File: config.mk
export PLATFORM = sky130hd
export DESIGN_NAME = sma_out_capture
export DESIGN_NICKNAME = d
export VERILOG_FILES = /design/src/rtl/sma_out_capture.sv
export SDC_FILE = /design/constraint.sdc
export NUM_CORES = 1
export LEC_CHECK = 0
export ABC_AREA = 1
export BUFFER_PORTS_ARGS = -buffer_cell sky130_fd_sc_hd__buf_2
export CAP_MARGIN = 10
export CELL_PAD_IN_SITES_DETAIL_PLACEMENT = 0
export CELL_PAD_IN_SITES_GLOBAL_PLACEMENT = 1
export CORE_UTILIZATION = 30
export CTS_CLUSTER_DIAMETER = 30
export DETAILED_ROUTE_END_ITERATION = 8
export PLACE_DENSITY = 0.62
export SYNTH_ARGS = -nofsm -noshare
export SYNTH_HDL_FRONTEND = slang
export SYNTH_SLANG_ARGS = --single-unit
export TNS_END_PERCENT = 10
File: constraint.sdc
create_clock -name i_clk -period 9.8 [get_ports i_clk]
set_input_delay 1.47 -clock i_clk [delete_from_list [all_inputs] [get_ports i_clk]]
set_output_delay 1.47 -clock i_clk [all_outputs]
set_load 0.02 [all_outputs]
File: src/rtl/sma_out_capture.sv
// Output capture stage for the moving-average filter: blanks samples while the window refills,
// decimates settled samples and presents them downstream over a valid/ready handshake.
module sma_out_capture #(
  parameter int unsigned DATA_W   = 32,
  parameter int unsigned MAX_WSEL = 13,
  parameter int unsigned CNT_W    = 16
) (
  input  logic              i_clk,
  input  logic              i_rst,
  input  logic [DATA_W-1:0] i_data,
  input  logic              i_update_strobe,
  input  logic [31:0]       i_window_sel,
  input  logic [CNT_W-1:0]  i_decim,
  input  logic              i_ready,
  output logic [DATA_W-1:0] o_data,
  output logic              o_valid,
  output logic              o_settled,
  output logic              o_overflow,
  output logic [CNT_W-1:0]  o_drop_cnt
);

  typedef enum logic {FILL, RUN} state_t;

  state_t           state, state_nx;
  logic [31:0]      wsel_reg, wsel_eff;
  logic [CNT_W:0]   fill_len, fill_cnt, fill_nx;
  logic [CNT_W-1:0] decim_cnt, decim_nx, decim_max;
  logic [CNT_W:0]   decim_inc;
  logic             win_change, capture;
  logic             transfer, load, drop;

  always_comb begin
    wsel_eff   = (wsel_reg > MAX_WSEL) ? MAX_WSEL : wsel_reg;
    fill_len   = (CNT_W+1)'(1) << wsel_eff;
    decim_max  = (i_decim == '0) ? CNT_W'(1) : i_decim;
    decim_inc  = {1'b0, decim_cnt} + (CNT_W+1)'(1);
    // Raw 32-bit compare: any change restarts the fill, even between clamped values.
    win_change = (i_window_sel != wsel_reg);
  end

  // Next-state: window change wins over a same-cycle strobe, which is then discarded.
  always_comb begin
    state_nx = state;
    fill_nx  = fill_cnt;
    decim_nx = decim_cnt;
    capture  = 1'b0;
    if (win_change) begin
      state_nx = FILL;
      fill_nx  = '0;
    end else if (i_update_strobe) begin
      case (state)
        FILL: begin
          fill_nx = fill_cnt + (CNT_W+1)'(1);
          if (fill_nx == fill_len) begin
            state_nx = RUN;
            decim_nx = '0;
          end
        end
        RUN: begin
          capture  = (decim_cnt == '0);
          decim_nx = (decim_inc >= {1'b0, decim_max}) ? '0 : decim_inc[CNT_W-1:0];
        end
        default: state_nx = FILL;
      endcase
    end
  end

  // Output decisions: a capture may reuse the slot being handed off in the same cycle.
  always_comb begin
    transfer = o_valid & i_ready;
    load     = capture & (~o_valid | i_ready);
    drop     = capture & o_valid & ~i_ready;
  end

  always_ff @(posedge i_clk) begin
    if (i_rst) begin
      state      <= FILL;
      fill_cnt   <= '0;
      decim_cnt  <= '0;
      wsel_reg   <= i_window_sel;
      o_data     <= '0;
      o_valid    <= 1'b0;
      o_settled  <= 1'b0;
      o_overflow <= 1'b0;
      o_drop_cnt <= '0;
    end else begin
      state     <= state_nx;
      fill_cnt  <= fill_nx;
      decim_cnt <= decim_nx;
      wsel_reg  <= i_window_sel;
      o_settled <= (state_nx == RUN);
      if (load) begin
        o_data  <= i_data;
        o_valid <= 1'b1;
      end else if (transfer) begin
        o_valid <= 1'b0;
      end
      if (drop) begin
        o_overflow <= 1'b1;
        if (o_drop_cnt != '1) o_drop_cnt <= o_drop_cnt + CNT_W'(1);
      end
    end
  end

endmodule

==> flow_metrics.py <==
metrics = {
    "routing": {
        "wirelength_um": 18000,
        "vias_per_cell": 4.56,
        "vias": 6066,
        "wl_per_cell_um": 13.5,
        "drt_iter0_drc": 285,
        "drtAntennaViolNets": 0,
        "first_pass_iters": 5,
        "drc": 0,
    },
    "finish": {
        "layout-drive-gt1-share_pct": 17.8,
        "area_delta_synth_final_pct": 23.1,
        "n_fill_cell": 2250,
        "fin_util_pct": 37.9,
        "num-nets-final": 1150,
        "fin_cells": 1330,
        "design_area_um2": 7750,
    },
    "worst_setup_path": {
        "cp-start-kind": "flip-flop",
        "crit_type": "flip-flop to flip-flop",
        "critPathMaxFanout": 16,
        "endpoint_kind": "flip-flop",
        "arrival_ps": 4020,
        "worst-r2r-setup-slack_ps": 6070,
        "required_ps": 10090,
    },
    "die": {
        "core-area_um2": 20400,
        "start_util_pct": 30.8,
        "die_h_um": 147,
        "fp-row-count": 52,
        "die-area_um2": 21600,
        "ioPinCount": 135,
        "die_w_um": 147,
    },
    "timing": {
        "hold_slack_ps": 461,
        "min_period_over_period_pct": 38.0,
        "hold_viol": 0,
        "tightest_slew_ps": 1140,
        "clock_skew_ps": 13.4,
        "setup_violations": 0,
        "period_minus_slack_ps": 3730,
        "slew_headroom_pct": 23.9,
        "final-max-slew-violation-count": 0,
        "rsz0062_at_grt": "false",
        "fmax_mhz": 268,
        "finalSetupTns_ps": 0,
    },
    "clock_tree": {
        "post-cts-setup-buffers": 0,
        "clock_sinks": 116,
        "h-tree-depth": 4,
        "path_clk_slew_ps": 60,
        "ctsHoldBuffers": 0,
        "cts_tree": "built",
        "root_buffer": "clkbuf_16",
        "max-clock-path-buffers": 2,
        "ctsResizeCount": 0,
        "cts_made_buffers": 17,
        "clk_latency_ps": 420,
    },
    "global_routing": {
        "grtUsageTotal_pct": 17.3,
        "grt_pass1_vias": 5881,
        "grt_max_degree": 47,
        "grt_pass1_wl_um": 29600,
        "grt_overflow": 0,
        "antenna_found_initial": 1,
    },
    "synthesis": {
        "ys_seq_elements": 116,
        "synth_edf_count": 0,
        "synth_top_flop_cell": "dfxtp_1",
        "synth.distinct_cells": 40,
        "synth_warnings": 0,
        "netlist_top_cells_count": "nand2_1 (188), dfxtp_1 (116), inv_1 (113)",
        "syn-cell-area_um2": 6290,
        "synthTopCellsByArea": "dfxtp_1 (37%), nand2_1 (11%), inv_1 (6.7%)",
        "syn_inst": 918,
        "ys_seq_area_share_pct": 36.9,
        "syn_avg_cell_area_um2": 6.86,
        "yosysMostFrequentCell": "nand2_1",
        "syn-num-nets": 1022,
        "yosys.area.top_type": "dfxtp_1",
        "synth_top_area_share_pct": 36.9,
        "synthArstFlopShare_pct": 0,
    },
    "placement": {
        "dpl-instance-area_um2": 7190,
        "port_buffers": 134,
        "place_hpwl_um": 13600,
        "gp_congestion": 0.762,
        "dp_cells": 1297,
    },
    "pwr": {
        "p_per_area_nw_per_um2": 146,
        "peakVddDrop_mv": 0.109,
        "p_leak_nw": 3.51,
    },
    "min_path": {
        "hold_class": "flip-flop to flip-flop",
    },
    "job": {
        "maxCapViolCount": 0,
    },
    "status": {
        "status": "complete, no violations",
    },
}
## area by class of cell
cell class                      count  area (µm²)  area share (%)
Multi-Input combinational cell    655        3390            43.7
Sequential cell                   116        2320            30.0
Timing Repair Buffer              138         701            9.04
Inverter                          118         445            5.75
Clock buffer                       18         429            5.54
Tap cell                          270         338            4.36
Clock inverter                     14         126            1.63
Antenna cell                        1        2.50          0.0323
## through the flow
step	total power [W]	setup slack (ps)
global route	0.00118	5460
global placement	0.000550	5660
floorplan	0.000522	6460
CTS	0.00115	6030
finish	0.00113	6070
detailed placement	0.000550	5600
## worst paths after layout
kind	startpoint	cells after the start	to
hold / removal	o_data[22]	2	o_data[22]
setup / recovery	decim_cnt[0]	19	decim_cnt[5]
setup reg to reg	decim_cnt[0]	19	decim_cnt[5]
hold reg to reg	o_data[22]	2	o_data[22]
## worst max-delay path: stages, from the launching register on
cell	delay, ps
dfxtp_1	380
inv_1	90
nor3_1	290
nand3_1	170
nor2_1	200
nand3_1	170
nor2_1	180
nand3_1	140
nor3_1	200
xor2_1	250
inv_1	70
ha_1	320
nand4_1	130
nor3_1	240
nand2_1	90
o211ai_1	180
buf_4	260
nor3_1	70
nor2_1	110
nor2_1	70
## cells in the final DEF, fill, tap and decap left out, types with 17 or more instances in the layout
cell       count
a21oi_1       64
buf_2        134
clkbuf_16     17
dfxtp_1      116
ha_1          20
inv_1        113
nand2_1      188
nand3_1       69
nand4_1       36
nor2_1       108
nor3_1        41
nor4_1        17
o21ai_0       21
xnor2_1       21
xor2_1        26
## power by group
| part | internal (W) | switching, W |
|---|---|---|
| combinational | 0.0000255 | 0.0000294 |
| sequential | 0.000479 | 0.00000523 |
| clock | 0.000351 | 0.000241 |
| total | 0.000855 | 0.000275 |
## cells by family (layout without fill, tap and decap cells)
group                    after synthesis  in the layout  share of synthesized area (%)
AND/OR/NAND/NOR                      482            482                           34.2
flip-flops                           116            116                           36.9
AO/OA/AOI/OAI                        106            106                           9.02
adder cells (fa/ha/maj)               20             20                           3.98
buffers and inverters                147            288                           9.36
other                                  0              1                              0
XOR/XNOR                              47             47                           6.54
## metal layers
layer	wire length, µm	GRT usage, %	part of all wire (%)	vias up
met1	8860	23.0	49	2652
li1	-	-	-	3266
met2	7680	26.1	43	137
met5	0	0	0	-
met3	1270	5.99	7.1	11
met4	160	5.31	0.89	0
(Power assumes the default switching activity.)
